$ cat config.mk
export PLATFORM = sky130hd
export DESIGN_NAME = falco_fetch_queue
export DESIGN_NICKNAME = d
export VERILOG_FILES = /design/src/rtl/falco_fetch_queue.sv
export SDC_FILE = /design/constraint.sdc
export NUM_CORES = 1
export LEC_CHECK = 0
export ABC_AREA = 1
export CAP_MARGIN = 20
export CORE_MARGIN = 5
export CORE_UTILIZATION = 55
export CTS_CLUSTER_DIAMETER = 150
export DETAILED_ROUTE_END_ITERATION = 8
export DONT_BUFFER_PORTS = 1
export PLACE_DENSITY = 0.7
export SYNTH_ARGS = -nofsm -noshare
export SYNTH_HDL_FRONTEND = slang
export SYNTH_SLANG_ARGS = --single-unit
$ cat constraint.sdc
create_clock -name clk -period 19.9 [get_ports clk]
set_clock_uncertainty 0.15 [all_clocks]
set_input_delay 5.97 -clock clk [delete_from_list [all_inputs] [get_ports clk]]
set_output_delay 5.97 -clock clk [all_outputs]
set_load 0.02 [all_outputs]
$ cat src/rtl/falco_fetch_queue.sv
// Instruction fetch queue: issues one two-word fetch at a time and buffers the
// returned instructions with their PCs for a decoder that consumes up to two per cycle.
module falco_fetch_queue #(
  parameter int                 ADDR_W   = 32,
  parameter int                 QDEPTH   = 8,
  parameter logic [ADDR_W-1:0]  RESET_PC = '0
) (
  input  logic                      clk,
  input  logic                      rst_n,
  input  logic                      flush,
  input  logic [ADDR_W-1:0]         flush_pc,
  output logic                      p_strobe,
  output logic [ADDR_W-1:0]         instr0_addr,
  input  logic                      resp_ready,
  input  logic [31:0]               raw_instr0,
  input  logic [31:0]               raw_instr1,
  input  logic                      instr0_valid,
  input  logic                      instr1_valid,
  output logic                      out_valid0,
  output logic                      out_valid1,
  output logic [31:0]               out_instr0,
  output logic [31:0]               out_instr1,
  output logic [ADDR_W-1:0]         out_pc0,
  output logic [ADDR_W-1:0]         out_pc1,
  input  logic [1:0]                deq_count,
  output logic [$clog2(QDEPTH):0]   q_count
);

  localparam int PW = $clog2(QDEPTH);
  localparam int CW = PW + 1;
  localparam logic [ADDR_W-1:0] ALIGN_MASK = ~ADDR_W'(3);
  localparam logic [ADDR_W-1:0] PC_RST     = RESET_PC & ALIGN_MASK;

  typedef enum logic [1:0] {IDLE, WAIT, DRAIN} state_t;

  typedef struct packed {
    logic [31:0]       instr;
    logic [ADDR_W-1:0] pc;
  } entry_t;

  entry_t            q_mem [QDEPTH];
  state_t            state, state_nx;
  logic [ADDR_W-1:0] fetch_pc;
  logic [PW-1:0]     head, tail, head1, wr1;
  logic [CW-1:0]     free;
  logic [1:0]        deq_eff, pop_n, push_n;
  logic              capture, push0, push1, issue;

  // Free space is judged before this cycle's dequeue, so a granted request
  // always has room for both of its words when the response lands.
  assign free    = CW'(QDEPTH) - q_count;
  assign capture = (state == WAIT) && resp_ready && !flush;
  assign push0   = capture && instr0_valid;
  assign push1   = capture && instr1_valid;
  assign push_n  = {1'b0, push0} + {1'b0, push1};
  assign deq_eff = (deq_count == 2'd3) ? 2'd2 : deq_count;
  assign pop_n   = (CW'(deq_eff) > q_count) ? q_count[1:0] : deq_eff;
  assign head1   = head + PW'(1);
  assign wr1     = push0 ? tail + PW'(1) : tail;

  always_comb begin
    state_nx = state;
    issue    = 1'b0;
    case (state)
      IDLE: begin
        if (!flush && free >= CW'(2)) begin
          state_nx = WAIT;
          issue    = 1'b1;
        end
      end
      WAIT: begin
        if (flush)           state_nx = resp_ready ? IDLE : DRAIN;
        else if (resp_ready) state_nx = IDLE;
      end
      // The response of a flushed request is still in flight; swallow it.
      DRAIN: begin
        if (resp_ready) state_nx = IDLE;
      end
      default: state_nx = IDLE;
    endcase
  end

  always_ff @(posedge clk or negedge rst_n) begin
    if (!rst_n) begin
      state       <= IDLE;
      fetch_pc    <= PC_RST;
      p_strobe    <= 1'b0;
      instr0_addr <= PC_RST;
      q_count     <= '0;
      head        <= '0;
      tail        <= '0;
    end else begin
      state    <= state_nx;
      p_strobe <= issue;
      if (issue) instr0_addr <= fetch_pc;

      if (flush)        fetch_pc <= flush_pc & ALIGN_MASK;
      else if (capture) fetch_pc <= fetch_pc + ADDR_W'(8);

      if (flush) begin
        q_count <= '0;
        head    <= '0;
        tail    <= '0;
      end else begin
        q_count <= q_count + CW'(push_n) - CW'(pop_n);
        head    <= head + PW'(pop_n);
        tail    <= tail + PW'(push_n);
      end
    end
  end

  // Payload storage carries no reset; occupancy alone qualifies it.
  always_ff @(posedge clk) begin
    if (push0) q_mem[tail] <= '{instr: raw_instr0, pc: fetch_pc};
    if (push1) q_mem[wr1]  <= '{instr: raw_instr1, pc: fetch_pc + ADDR_W'(4)};
  end

  assign out_valid0 = (q_count >= CW'(1));
  assign out_valid1 = (q_count >= CW'(2));
  assign out_instr0 = q_mem[head].instr;
  assign out_pc0    = q_mem[head].pc;
  assign out_instr1 = q_mem[head1].instr;
  assign out_pc1    = q_mem[head1].pc;

endmodule
== After elaboration in Yosys (flattened, before gate mapping) ==
Memories as Yosys holds them, arrays and structs flattened.
Index checks and enable logic that the tools add are counted.
Widths: inputs -> output; s select.
Storage, ports and cells
  logic and storage cells: 53
  bits in writable memories: 512
  output and inout bits: 167
  bits of input ports: 104
  memories kept: 1
  register bits after elaboration: 77
Operators by class
  reduce and logical (&&, ||, !) cells: 8
  muxes and demuxes: 19
  eq/ne operators: 4
  order comparisons: 4
  add/subtract/negate cells: 10
Memories
  q_mem: words 8, bits a word 64, rd ports 2, clocked after Yosys merged registers in 0, wr ports 2, RTL line 41  | entry_t q_mem [QDEPTH];
Operator list (number)
  $mux 32: 2
  $add 32x3->32 const B: 1
  $add 32x4->32 const B: 1
  $mux 2: 6
  $mux 3: 3
  $ge 4x2->1 const B: 2
  $add 3x1->3 const B: 2
  $add 3x2->3: 2
  $mux 1: 6
  $pmux 2 s3: 1
  $logic_and 1x1->1: 5
  $add 4x2->4: 1
  $eq 2x2->1 const B: 2
  $ge 4x1->1 const B: 1
  $gt 2x4->1: 1
  $mux 4: 1
  $sub 4x2->4: 1
  $sub 4x4->4 const A: 1
  $add 1x1->2: 1
  $eq 2x1->1 const B: 1
  $logic_not 2->1: 1
  $ne 2x2->1 const B: 1
  $reduce_bool 2->1: 1
  $logic_not 1->1: 1

== Longest topological paths before layout ==
  word-level depth: 8
  mapped depth: 14
  mapped depth without buffers: 14

== Least setup slack after synthesis ==
No wires, ideal clock.
  path type: input -> register
  start point: in resp_ready
  end point: mem q_mem[0][10] (netlist bit) (enable)
  setup time: 0.568 ns
  stages on the path: 8
  data arrival time: 11.272 ns
  data required time: 19.182 ns
  slack: 7.911 ns
  path buffers: 2
  cells stage by stage: nand3_2 -> nor2_4 -> nand3_1 -> nand2_2 -> nand2_1 -> buf_2 -> clkbuf_1 -> o21ai_0
RTL lines
  start, declared: RTL line 14  | input logic resp_ready,
  end, declared: RTL line 41

== Worst setup path after layout ==
  start point: reg head[0]
  end point: out out_pc1[10]
Between the ends
  longest elaborated chain between the ends: 2
Ends and longest elaborated chain
  start, declared: RTL line 44  | logic [PW-1:0] head, tail, head1, wr1;
  start signal, assigned: RTL line 106  | head <= head + PW'(pop_n);
  $add 3x1->3: RTL line 58  | assign head1 = head + PW'(1);
  $mem_v2 8x64
  end, declared: RTL line 24  | output logic [ADDR_W-1:0] out_pc1,
Every way passes these cells.

==> impl_metrics.py <==
metrics = {
    "global_route": {
        "grt_antenna_before_repair": 0,
        "grt_max_degree": 211,
        "overflow": 0,
        "grt_pass1_vias": 30688,
        "grt_pass1_wl_um": 183000,
        "grtUsageTotal_pct": 33.7,
    },
    "hold_path": {
        "min_path_type": "register to register",
        "holdCritStartpoint": "state[1]$_DFFE_PN0P_",
        "min_path_cells": 1,
        "hold-path-endpoint": "state[0]$_DFFE_PN0P_",
    },
    "clock_network": {
        "htreeDepth": 3,
        "clock_sinks": 569,
        "clock_latency_ps": 610,
        "cts_tree": "done",
        "cts_setup_buffers": 0,
        "cts.repair.resized": 0,
        "clockBufferDepth": 3,
        "cts_root_buffer": "clkbuf_16",
        "holdBufCountCts": 0,
        "clkSlewWorstSetupHoldPaths_ps": 60,
        "cts_inserted_buffers": 66,
    },
    "synthesis": {
        "synth-adder-area-share_pct": 0.932,
        "yosysMostFrequentCell": "nand2_1",
        "synth_top_family_by_area": "simple AND/OR/NAND/NOR gates",
        "ys_top_cells_by_area": "edfxtp_1 (42%), nand2_1 (14%), o21ai_0 (11%)",
        "synth_ff_type": "edfxtp_1",
        "synth_xor_area_share_pct": 0.565,
        "synth_cells": 4715,
        "yosys.area_share.simple_pct": 23.5,
        "synth_top_area_share_pct": 42.0,
        "synth.distinct_cells": 42,
        "synth_edf_count": 496,
        "synth-seq-cells": 569,
        "postSynth.asyncResetShare_pct": 12.8,
        "synthMuxAreaShare_pct": 0,
        "syn_area_um2": 35400,
        "synthTopCellsByCount": "nand2_1 (1347), o21ai_0 (782), edfxtp_1 (496)",
        "synth_area_leader_cell": "edfxtp_1",
        "yosysWarnings": 0,
        "synth_compound_area_share_pct": 19.6,
        "yosysSeqAreaShare_pct": 47.2,
        "synth.avg_cell_area_um2": 7.52,
    },
    "run_status": {
        "status": "complete, no violations",
    },
    "pwr": {
        "p_leak_nw": 14.9,
        "ir_drop_mv": 0.101,
        "total_power_mw": 5.24,
        "powerDensity_nw_per_um2": 140,
    },
    "setup_path": {
        "reg2reg_setup_slack_ps": 13970,
        "crit_type": "register to output port",
        "timing.rr.end": "q_mem[4][25]$_DFFE_PP_",
        "cp_max_fo": 191,
        "worstPathRequired_ps": 13780,
        "r2r_cells": 11,
        "end_kind": "output port",
        "worstPathArrival_ps": 4900,
        "r2r-start": "state[1]$_DFFE_PN0P_",
        "startpoint": "head[0]$_DFF_PN0_",
        "worst_setup_path_start_kind": "register",
    },
    "floorplanning": {
        "rows": 93,
        "io_pins": 271,
        "core_area_um2": 64100,
        "start_util_pct": 55.3,
        "die_h_um": 264,
        "dieArea_um2": 69600,
        "die_w_um": 264,
    },
    "routing": {
        "dr.pass1.iters": 6,
        "wirelength_um": 123000,
        "vias": 33226,
        "drc": 0,
        "drt_iter0_drc": 4343,
        "vias_per_cell": 6.26,
        "drtAntennaViolNets": 0,
        "avgRoutedWirePerCell_um": 23.2,
    },
    "timing": {
        "slew_viol_final": 0,
        "period_needed_ps": 11020,
        "grt_setup_unrepaired": "false",
        "setup_viol": 0,
        "hold_viol_final": 0,
        "timing.fmax_mhz": 90.7,
        "slew_headroom_pct": 18.9,
        "worstMarginPinSlew_ps": 1220,
        "finalCritPeriodShare_pct": 55.4,
        "fin_setup_tns_ps": 0,
    },
    "cells_and_area": {
        "fillers": 5726,
        "syn_to_final_growth_pct": 5.50,
        "drive_gt1_share_pct": 4.04,
        "nets": 4534,
        "multi_input_area_um2": 16000,
        "num_antenna_cells": 0,
        "fin_util_pct": 58.3,
        "seqCellArea_um2": 16700,
    },
    "run": {
        "max-cap-violations": 0,
    },
    "placed_design": {
        "port_buffers": 0,
        "gp_congestion": 0.912,
        "dp_hpwl_um": 67000,
    },
}
## worst max-delay path, cell delays in order (launching register included)
cell and delay, ps:
dfrtp_4 810, buf_12 500, ha_4 500, inv_4 440, buf_4 570, a21oi_1 240
o21ai_0 100, nand2_1 100, nor2_1 50, a31oi_1 810
## kinds of logic (layout without fill, tap and decap cells)
family	Yosys count	in the layout
buffers and inverters	703	437
AOI/OAI and AO/OA	1317	1317
other	1	6
and+or+nand+nor	2079	2079
xor gates and xnor gates	22	22
DFF	569	569
adders and majority gates	24	24
## power breakdown
part	total [mW]	switching [mW]	internal, mW	leakage, nW
clock	1.21	0.489	0.724	1.02
sequential	1.53	0.152	1.38	5.38
combinational	2.50	1.90	0.591	8.47
## per-layer routing
layer	up-vias	GRT usage [%]	routed length, um
met3	388	6.66	14200
met2	1990	56.3	58000
met4	0	17.7	6590
met1	15542	41.7	44100
li1	15306	-	-
met5	-	0	0
## state kept, by name (all words and copies together) (netlist names)
signal / flops
instr0_addr: 30
p_strobe: 1
tail: 3
head: 3
state: 2
q_count: 4
q_mem: 496
fetch_pc: 30
## area by class of cell
class,instances,area share (%)
repair buffers,51,1.18
well taps,855,2.86
inverters,270,2.76
clock buffers,95,5.07
multi-input cells,3448,42.8
flip-flops and latches,569,44.8
clock inverters,21,0.589
## worst max path at each step
stage / endpoint / slack (ps) / depth (start not counted)
final: out_pc1[10] / 8880 / 9
after global routing: out_pc1[10] / 8580 / 9
after CTS: out_pc1[7] / 8820 / 9
after detailed placement: q_mem[4][20]$_DFFE_PP_ / 8710 / 10
after global placement: q_mem[4][18]$_DFFE_PP_ / 8760 / 10
after floorplan: q_mem[0][10]$_DFFE_PP_ / 7910 / 8
## cells in the final DEF (no fill, tap or decap), drive strengths merged, types with 7 or more instances in the layout
| cell | n |
|---|---|
| edfxtp | 496 |
| o211ai | 69 |
| xor2 | 21 |
| ha | 20 |
| nor2 | 397 |
| nand3 | 317 |
| a31oi | 125 |
| o21ai | 792 |
| clkinv | 14 |
| nand2 | 1352 |
| nand4 | 7 |
| a21oi | 323 |
| inv | 271 |
| dfrtp | 73 |
| clkbuf | 95 |
| buf | 51 |
## stage by stage
stage          setup WS [ps]  cell area, um^2  hold slack (ps)  std cells
3_3_place_gp            8760            35200              376       5190
6_report                8880            37400              383       5309
2_1_floorplan           7910            35500              341       4720
5_1_grt                 8580            37400              416       5309
3_5_place_dp            8710            35200              381       5191
4_1_cts                 8820            37300              382       5307
(Power assumes the default switching activity.)
